===== config.mk =====
export PLATFORM = sky130hd
export DESIGN_NAME = fpu_sequencer_flat
export DESIGN_NICKNAME = d
export VERILOG_FILES = /design/src/rtl/fpu_pkg.sv /design/src/rtl/fpu_sequencer_if.sv /design/src/rtl/fpu_op_class.sv /design/src/rtl/fpu_sequencer.sv /design/src/flat_wrapper.sv
export SDC_FILE = /design/constraint.sdc
export NUM_CORES = 1
export LEC_CHECK = 0
export CAP_MARGIN = 20
export CORE_MARGIN = 4
export CORE_UTILIZATION = 37
export DETAILED_ROUTE_END_ITERATION = 8
export GPL_TIMING_DRIVEN = 0
export PLACE_DENSITY = 0.78
export SLEW_MARGIN = 5
export SYNTH_ARGS = -nofsm -noshare
export SYNTH_HDL_FRONTEND = slang
export SYNTH_HIERARCHICAL = 1
export SYNTH_SLANG_ARGS = --single-unit
export TNS_END_PERCENT = 5

===== constraint.sdc =====
create_clock -name clk_i -period 5.9 [get_ports clk_i]
set_clock_uncertainty 0.15 [all_clocks]
set_input_delay 0.885 -clock clk_i [delete_from_list [all_inputs] [get_ports clk_i]]
set_output_delay 0.885 -clock clk_i [all_outputs]
set_load 0.1 [all_outputs]

===== src/rtl/fpu_pkg.sv =====
// fpu_pkg: shared class/state encodings, RV32F opcode fields and default latencies for the FPU sequencer.
package fpu_pkg;

    typedef enum logic [1:0] {
        CLS_MISC = 2'd0,
        CLS_ADD  = 2'd1,
        CLS_MUL  = 2'd2,
        CLS_ITER = 2'd3
    } op_class_e;

    localparam logic [2:0] ST_IDLE      = 3'd0;
    localparam logic [2:0] ST_ISSUE     = 3'd1;
    localparam logic [2:0] ST_WAIT_PIPE = 3'd2;
    localparam logic [2:0] ST_WAIT_ITER = 3'd3;
    localparam logic [2:0] ST_DONE      = 3'd4;

    localparam logic [6:0] OPC_OP_FP = 7'b1010011;
    localparam logic [1:0] OPC_FMA_HI = 2'b10;

    localparam logic [4:0] F5_FADD  = 5'b00000;
    localparam logic [4:0] F5_FSUB  = 5'b00001;
    localparam logic [4:0] F5_FMUL  = 5'b00010;
    localparam logic [4:0] F5_FDIV  = 5'b00011;
    localparam logic [4:0] F5_FSQRT = 5'b01011;

    localparam logic [2:0] FMA_MADD  = 3'b000;
    localparam logic [2:0] FMA_MSUB  = 3'b001;
    localparam logic [2:0] FMA_NMSUB = 3'b010;
    localparam logic [2:0] FMA_NMADD = 3'b011;

    localparam int DEF_ADD_LAT = 3;
    localparam int DEF_MUL_LAT = 4;
    localparam int DEF_FMA_LAT = 5;

    function automatic logic [2:0] lat_m1(input int lat);
        return 3'(lat - 1);
    endfunction

endpackage


===== src/rtl/fpu_sequencer_if.sv =====
// fpu_sequencer_if: core/unit-facing signals of the FPU sequencer; slave is the sequencer side.
interface fpu_sequencer_if;
    logic        fpuEnable_i;
    logic [31:0] instr_i;
    logic [31:0] rs1_i;
    logic [31:0] rs2_i;
    logic [31:0] rs3_i;
    logic        kill_i;
    logic [31:0] unitResult_i;
    logic        iterDone_i;
    logic        busy_o;
    logic        start_o;
    logic [1:0]  unitSel_o;
    logic [31:0] opA_o;
    logic [31:0] opB_o;
    logic [31:0] opC_o;
    logic [31:0] instrQ_o;
    logic        done_o;
    logic [31:0] fpuOut_o;

    modport slave (
        input  fpuEnable_i, instr_i, rs1_i, rs2_i, rs3_i, kill_i, unitResult_i, iterDone_i,
        output busy_o, start_o, unitSel_o, opA_o, opB_o, opC_o, instrQ_o, done_o, fpuOut_o
    );

    modport master (
        output fpuEnable_i, instr_i, rs1_i, rs2_i, rs3_i, kill_i, unitResult_i, iterDone_i,
        input  busy_o, start_o, unitSel_o, opA_o, opB_o, opC_o, instrQ_o, done_o, fpuOut_o
    );
endinterface


===== src/rtl/fpu_op_class.sv =====
// fpu_op_class: decodes an RV32F instruction word into its latency class and (latency - 1).
module fpu_op_class
    import fpu_pkg::*;
#(
    parameter int ADD_LAT = DEF_ADD_LAT,
    parameter int MUL_LAT = DEF_MUL_LAT,
    parameter int FMA_LAT = DEF_FMA_LAT
) (
    input  logic [31:0] instr_i,
    output op_class_e   class_o,
    output logic [2:0]  lat_m1_o
);

    if (ADD_LAT < 1 || ADD_LAT > 8 || MUL_LAT < 1 || MUL_LAT > 8 || FMA_LAT < 1 || FMA_LAT > 8) begin : g_bad_lat
        $error("fpu_op_class: latencies must lie in 1..8 to fit the 3-bit counter");
    end

    logic [4:0] f5;
    logic       is_opfp;
    logic       is_fma;
    logic       unused_fields;

    assign unused_fields = ^instr_i[26:7];

    always_comb begin
        f5      = instr_i[31:27];
        is_opfp = instr_i[6:0] == OPC_OP_FP;
        is_fma  = instr_i[6:5] == OPC_FMA_HI && instr_i[1:0] == 2'b11 &&
                  instr_i[4:2] inside {FMA_MADD, FMA_MSUB, FMA_NMSUB, FMA_NMADD};
        class_o = CLS_MISC;
        if (is_fma || (is_opfp && f5 == F5_FMUL))
            class_o = CLS_MUL;
        else if (is_opfp && (f5 == F5_FADD || f5 == F5_FSUB))
            class_o = CLS_ADD;
        else if (is_opfp && (f5 == F5_FDIV || f5 == F5_FSQRT))
            class_o = CLS_ITER;
        lat_m1_o = is_fma ? lat_m1(FMA_LAT) : class_o == CLS_ADD ? lat_m1(ADD_LAT) : lat_m1(MUL_LAT);
    end

endmodule


===== src/rtl/fpu_sequencer.sv =====
// fpu_sequencer: issues one FP op at a time to the matching unit, waits out its latency
// or iterative done, and returns the result with a one-cycle done pulse.
module fpu_sequencer
    import fpu_pkg::*;
#(
    parameter int ADD_LAT = DEF_ADD_LAT,
    parameter int MUL_LAT = DEF_MUL_LAT,
    parameter int FMA_LAT = DEF_FMA_LAT
) (
    input logic           clk_i,
    input logic           reset_i,
    fpu_sequencer_if.slave bus
);

    logic [2:0]  state_q, state_d, cnt_q, cnt_d;
    logic [1:0]  sel_q, sel_d;
    logic [31:0] op_a_q, op_a_d, op_b_q, op_b_d, op_c_q, op_c_d;
    logic [31:0] instr_q, instr_d, out_q, out_d;
    logic [31:0] dec_instr;
    op_class_e   cls;
    logic [2:0]  lat;

    // Decode the live request while idle, the latched one once accepted.
    assign dec_instr = state_q == ST_IDLE ? bus.instr_i : instr_q;

    fpu_op_class #(
        .ADD_LAT(ADD_LAT),
        .MUL_LAT(MUL_LAT),
        .FMA_LAT(FMA_LAT)
    ) u_op_class (
        .instr_i (dec_instr),
        .class_o (cls),
        .lat_m1_o(lat)
    );

    always_comb begin
        state_d = state_q;
        cnt_d   = cnt_q;
        sel_d   = sel_q;
        op_a_d  = op_a_q;
        op_b_d  = op_b_q;
        op_c_d  = op_c_q;
        instr_d = instr_q;
        out_d   = out_q;
        case (state_q)
            ST_IDLE: if (bus.fpuEnable_i && !bus.kill_i) begin
                state_d = ST_ISSUE;
                sel_d   = cls;
                op_a_d  = bus.rs1_i;
                op_b_d  = bus.rs2_i;
                op_c_d  = bus.rs3_i;
                instr_d = bus.instr_i;
            end
            ST_ISSUE: begin
                state_d = cls == CLS_MISC ? ST_DONE : cls == CLS_ITER ? ST_WAIT_ITER : ST_WAIT_PIPE;
                cnt_d   = lat;
                out_d   = cls == CLS_MISC ? bus.unitResult_i : out_q;
            end
            ST_WAIT_PIPE: begin
                cnt_d   = cnt_q == 3'd0 ? cnt_q : cnt_q - 3'd1;
                state_d = cnt_q == 3'd0 ? ST_DONE : ST_WAIT_PIPE;
                out_d   = cnt_q == 3'd0 ? bus.unitResult_i : out_q;
            end
            ST_WAIT_ITER: if (bus.iterDone_i) begin
                state_d = ST_DONE;
                out_d   = bus.unitResult_i;
            end
            default: state_d = ST_IDLE;
        endcase
        if (bus.kill_i && state_q != ST_IDLE) begin
            state_d = ST_IDLE;
            out_d   = out_q;
        end
    end

    always_ff @(posedge clk_i or posedge reset_i) begin
        if (reset_i) begin
            state_q <= ST_IDLE;
            cnt_q   <= '0;
            sel_q   <= '0;
            op_a_q  <= '0;
            op_b_q  <= '0;
            op_c_q  <= '0;
            instr_q <= '0;
            out_q   <= '0;
        end else begin
            state_q <= state_d;
            cnt_q   <= cnt_d;
            sel_q   <= sel_d;
            op_a_q  <= op_a_d;
            op_b_q  <= op_b_d;
            op_c_q  <= op_c_d;
            instr_q <= instr_d;
            out_q   <= out_d;
        end
    end

    assign bus.busy_o    = (state_q == ST_IDLE && bus.fpuEnable_i) ||
                           state_q inside {ST_ISSUE, ST_WAIT_PIPE, ST_WAIT_ITER};
    assign bus.start_o   = state_q == ST_ISSUE;
    assign bus.done_o    = state_q == ST_DONE && !bus.kill_i;
    assign bus.unitSel_o = sel_q;
    assign bus.opA_o     = op_a_q;
    assign bus.opB_o     = op_b_q;
    assign bus.opC_o     = op_c_q;
    assign bus.instrQ_o  = instr_q;
    assign bus.fpuOut_o  = out_q;

endmodule

===== src/flat_wrapper.sv =====
// flat-port wrapper written by rule: the top's interface ports become plain ports
module fpu_sequencer_flat import fpu_pkg::*;
#(
    parameter int ADD_LAT = DEF_ADD_LAT,
    parameter int MUL_LAT = DEF_MUL_LAT,
    parameter int FMA_LAT = DEF_FMA_LAT
)
  (clk_i, reset_i, bus_fpuEnable_i, bus_instr_i, bus_rs1_i, bus_rs2_i, bus_rs3_i, bus_kill_i, bus_unitResult_i, bus_iterDone_i, bus_busy_o, bus_start_o, bus_unitSel_o, bus_opA_o, bus_opB_o, bus_opC_o, bus_instrQ_o, bus_done_o, bus_fpuOut_o);
  fpu_sequencer_if bus_i ();
  input logic clk_i;
  input logic reset_i;
  input wire logic [$bits(bus_i.fpuEnable_i)-1:0] bus_fpuEnable_i;
  input wire logic [$bits(bus_i.instr_i)-1:0] bus_instr_i;
  input wire logic [$bits(bus_i.rs1_i)-1:0] bus_rs1_i;
  input wire logic [$bits(bus_i.rs2_i)-1:0] bus_rs2_i;
  input wire logic [$bits(bus_i.rs3_i)-1:0] bus_rs3_i;
  input wire logic [$bits(bus_i.kill_i)-1:0] bus_kill_i;
  input wire logic [$bits(bus_i.unitResult_i)-1:0] bus_unitResult_i;
  input wire logic [$bits(bus_i.iterDone_i)-1:0] bus_iterDone_i;
  output wire logic [$bits(bus_i.busy_o)-1:0] bus_busy_o;
  output wire logic [$bits(bus_i.start_o)-1:0] bus_start_o;
  output wire logic [$bits(bus_i.unitSel_o)-1:0] bus_unitSel_o;
  output wire logic [$bits(bus_i.opA_o)-1:0] bus_opA_o;
  output wire logic [$bits(bus_i.opB_o)-1:0] bus_opB_o;
  output wire logic [$bits(bus_i.opC_o)-1:0] bus_opC_o;
  output wire logic [$bits(bus_i.instrQ_o)-1:0] bus_instrQ_o;
  output wire logic [$bits(bus_i.done_o)-1:0] bus_done_o;
  output wire logic [$bits(bus_i.fpuOut_o)-1:0] bus_fpuOut_o;
  assign bus_i.fpuEnable_i = bus_fpuEnable_i;
  assign bus_i.instr_i = bus_instr_i;
  assign bus_i.rs1_i = bus_rs1_i;
  assign bus_i.rs2_i = bus_rs2_i;
  assign bus_i.rs3_i = bus_rs3_i;
  assign bus_i.kill_i = bus_kill_i;
  assign bus_i.unitResult_i = bus_unitResult_i;
  assign bus_i.iterDone_i = bus_iterDone_i;
  assign bus_busy_o = bus_i.busy_o;
  assign bus_start_o = bus_i.start_o;
  assign bus_unitSel_o = bus_i.unitSel_o;
  assign bus_opA_o = bus_i.opA_o;
  assign bus_opB_o = bus_i.opB_o;
  assign bus_opC_o = bus_i.opC_o;
  assign bus_instrQ_o = bus_i.instrQ_o;
  assign bus_done_o = bus_i.done_o;
  assign bus_fpuOut_o = bus_i.fpuOut_o;
  fpu_sequencer #(.ADD_LAT(ADD_LAT), .MUL_LAT(MUL_LAT), .FMA_LAT(FMA_LAT)) u_core (.clk_i(clk_i), .reset_i(reset_i), .bus(bus_i));
endmodule

* Word-level counts from Yosys, hierarchy flattened
Cells that the tools add are included.
** Storage, ports and cells
- Input port bits :: 165
- Flip-flop bits (word level) :: 168
- Output and inout port bits :: 165
** Cells by class
- Bitwise gates (word level) :: 1
- Muxes and demuxes :: 19
- Reduce and logical (&&, ||, !) cells :: 27
- $add $sub $neg :: 1
- Equal/unequal tests :: 22
** Operator list (count)
- $mux 32 :: 4
- $pmux 32 s3 :: 1
- $mux 3 :: 7
- $eq 3x2->1 const B :: 4
- $pmux 3 s4 :: 1
- $eq 5x2->1 const B :: 2
- $logic_and 1x1->1 :: 9
- $logic_not 3->1 :: 3
- $eq 7x7->1 const B :: 1
- $eq 2x2->1 const B :: 3
- $eq 3x1->1 const B :: 2
- $mux 2 :: 3
- $pmux 3 s2 :: 1
- $reduce_and 2->1 :: 3
- $reduce_bool 3->1 :: 2
- $eq 5x1->1 const B :: 1
- $eq 5x4->1 const B :: 1
- $logic_not 5->1 :: 1
- $reduce_and 5->1 :: 1
- $logic_or 1x1->1 :: 4
- $ne 2x1->1 const B :: 2
- $ne 2x2->1 const B :: 2
- $reduce_bool 4->1 :: 1
- $eq 3x3->1 const B :: 1
- 9 further kinds :: 10

* Longest topological paths before layout
- Depth after elaboration :: 13
- Gate-level depth with buffers :: 13

* Modules after synthesis
Netlist, hierarchy kept.
** Modules (own cells, without submodules)
- fpu_sequencer :: instances 1, cells each 430, area each 6925.4 µm², sequential area each 4204.0 µm²
- fpu_op_class :: instances 1, cells each 13, area each 93.8 µm², sequential area each 0.0 µm²

* Worst setup path before layout
OpenSTA, ideal clock, no wires.
- Path type :: in2out
- From :: in bus_kill_i
- To :: out bus_done_o
- Slack :: 1.768 ns
- Cell stages on the path :: 1
- Buffers on the path :: 0
- Arrival :: 3.097 ns
- Cell sequence :: nor3b_1
** Between the ends
- Word-level cells in the longest chain between the ends :: 2
** RTL lines
- start, declared :: RTL line flat_wrapper.sv:17 : input wire logic [$bits(bus_i.kill_i)-1:0] bus_kill_i;
- $logic_not 1->1 :: RTL line fpu_sequencer.sv:101 : assign bus.done_o = state_q == ST_DONE && !bus.kill_i;
- $logic_and 1x1->1 :: RTL line fpu_sequencer.sv:101
- end, declared :: RTL line flat_wrapper.sv:27 : output wire logic [$bits(bus_i.done_o)-1:0] bus_done_o;
No other way between the ends.

* Final worst setup path
- From :: in bus_fpuEnable_i
- To :: out bus_busy_o
** Between the ends
- Word-level cells in the longest chain between the ends :: 2
** RTL lines
- start, declared :: RTL line flat_wrapper.sv:12 : input wire logic [$bits(bus_i.fpuEnable_i)-1:0] bus_fpuEnable_i;
- $logic_and 1x1->1 :: RTL line fpu_sequencer.sv:98 : assign bus.busy_o = (state_q == ST_IDLE && bus.fpuEnable_i) ||
- $logic_or 1x1->1 :: RTL line fpu_sequencer.sv:99 : state_q inside {ST_ISSUE, ST_WAIT_PIPE, ST_WAIT_ITER};
- end, declared :: RTL line flat_wrapper.sv:20 : output wire logic [$bits(bus_i.busy_o)-1:0] bus_busy_o;
No other way between the ends.

==> results by group <==
Hold path
  – Hold Path Sink: u_core/bus.opB_o[29]
  – Worst min path class: reg -> reg
  – Hold Path Depth: 1
  – Worst hold start: u_core/bus.opB_o[29]

Finish
  – Final Cell Area: 11030 µm²
  – Multi-input gate area: 2435 µm²
  – Sequential Area: 4204 µm²
  – Fillers: 1380
  – Diodes inserted: 0
  – Area grow syn2layout: 62.40%
  – Layout cell share with drive strength beyond 1: 30.01%
  – Total Nets Final: 938

Synth
  – Cell count after synthesis: 422
  – Post-synthesis cell area: 6789 µm²
  – Synth Net Count: 589
  – Synth Area per Inst: 16.09 µm²
  – Number of synthesis warnings: 6

Placed design
  – Hpwl dp: 14.45 mm
  – Dpl ws: 2.089 ns
  – Area of placed instances: 10400 µm²
  – Final GP Congestion: 0.7791
  – # port buffers: 329

Pwr
  – P_sw: 3.295 mW
  – Worst-case vdd ir drop: 0.4614 mV
  – Fraction of power consumed by the clock network: 18.5%
  – P_leak: 4.625 nW
  – Pint: 3.086 mW
  – Sequential share of power: 25.6%
  – Combinational fraction of design power: 56.0%
  – Switch share: 51.64%
  – Pwr dens: 578.8 nW/µm²
  – Total power: 6.381 mW

Global routing
  – Overflow left after global routing: 0
  – Initial antenna violation count: 0
  – Gr usage total: 18.12%
  – Maximum number of pins on one net before global-route repair: 126
  – Global-route wire length before repair: 29.02 mm
  – Vias in the first global route: 5466

STA
  – Hold slack: 0.3534 ns
  – Tcrit/Tclk final: 64.68%
  – Final setup margin: 2.084 ns
  – Minimum clock period after layout: 3.816 ns
  – Slew Limit Fails: 0
  – Worst slew pin tran: 1.048 ns
  – Unrepaired setup endpoints after global routing: false
  – Fmax: 262.1 MHz
  – Hold Vio Cnt, Final: 0
  – Worst slew margin: 29.94%
  – Final setup fails: 0

Floorplanning
  – Row cnt: 49
  – Initial core utilization: 37.66%
  – IO Pins: 330
  – Die height: 143.5 µm
  – Core area: 18020 µm²
  – Die W: 143.5 µm
  – Die Area: 20580 µm²

Detailed routing
  – Antenna Nets Post-Route: 0
  – DR vias: 4773
  – TritonRoute pass-1 iters: 4
  – Final wirelength: 18.76 mm
  – DRT iter0 DRCs: 90
  – # DRC: 0
  – Drt wl/cell: 18.54 µm
  – Via density: 4.716

Clock tree
  – Clock latency on the worst-skew pair: 0.41 ns
  – Setup Fix Bufs, Post-CTS: 0
  – Post_cts resized: 0
  – Num CTS Buffers: 17
  – Clk root buf: clkbuf_16
  – Max clock buf depth: 2
  – CTS tree: done
  – Clock Sinks: 168
  – Reg clk slew, reported paths: 0.07 ns
  – Post-CTS Hold Buffers: 0
  – H-tree depth: 4

Worst setup path
  – Setup crit end kind: output port
  – R2r endpoint: u_core/bus.fpuOut_o[18]
  – R2R setup slack: 2.27 ns
  – CP max FO: 4
  – Reg2reg start: u_core/state_q[0]
  – Crit path required time: 4.87 ns
  – Critical path arrival: 2.78 ns
  – Critical path startpoint category: input pin
  – Reg2reg path depth: 12
  – Category of the most critical setup path: in -> out

Outcome
  – Outcome: finished, final reports clean

Run
  – Max-Cap Viols: 0
## power by group through the flow
stage | logic (mW) | registers, mW | clock network, mW
detailed placement | 3.58 | 1.65 | 0
CTS | 3.59 | 1.64 | 1.21
global route | 3.66 | 1.67 | 1.26
finish | 3.57 | 1.63 | 1.18
global placement | 3.56 | 1.63 | 0
floorplan | 0.456 | 3.87 | 0
## area by class of cell
class	count	area share, %
Sequential cell	168	38.13
Timing Repair Buffer	330	30.12
Multi-Input combinational cell	226	22.08
Clock buffer	18	3.892
Tap cell	229	2.599
Clock inverter	13	1.748
Buffer	22	1.158
Inverter	6	0.2724
## critical path, stage by stage
cell and delay, ns:
clkdlybuf4s50_1 0.54, nor2_1 0.07, nor2_1 0.13, clkdlybuf4s50_1 1.15
## sequential cells by signal (all words and copies together) (netlist names)
name / flops
u_core/bus.fpuOut_o: 32
u_core/bus.instrQ_o: 32
u_core/bus.opA_o: 32
u_core/bus.opB_o: 32
u_core/bus.opC_o: 32
u_core/cnt_q: 3
u_core/state_q: 3
u_core/bus.unitSel_o: 2
## metrics by stage
stage / TNS, ns / util, % / cells
global route: 0 / 61.17 / 1012
detailed placement: 0 / 57.72 / 981
floorplan: 0 / - / 422
finish: 0 / 61.17 / 1012
global placement: -272.22 / 57.52 / 980
CTS: 0 / 61.17 / 1012
## layer usage
layer	global-route usage, %	wire length [µm]	vias to the layer above
li1	-	-	2183
met3	7.787	1741	28
met1	19.47	6779	2368
met5	0	0	-
met4	5.451	392	0
met2	32.37	9849	194
## worst max path at each step
stage,from,to
after floorplan,reset_i,u_core/bus.fpuOut_o[0]
after global placement,reset_i,u_core/bus.opA_o[9]
after detailed placement,bus_fpuEnable_i,bus_busy_o
after CTS,bus_fpuEnable_i,bus_busy_o
after global routing,u_core/state_q[0],bus_done_o
final,bus_fpuEnable_i,bus_busy_o
## placed cells by master, fill, tap and decap left out, types with 2 or more instances in the layout
cell             instances
or2_2                    2
buf_2                   12
clkbuf_1                 3
buf_1                    3
inv_1                    5
nand2_1                  5
a21oi_1                  3
o21ai_0                  5
inv_6                    4
nor2_1                   9
ha_1                     2
nand3_1                  4
mux2_2                 146
clkdlybuf4s50_1        329
clkbuf_16               17
mux2_4                  29
buf_6                    3
bufinv_16                4
buf_4                    2
nand2b_1                 2
clkinvlp_4               5
dfrtp_1                168
Note: power is estimated with default switching activity, not from simulation.
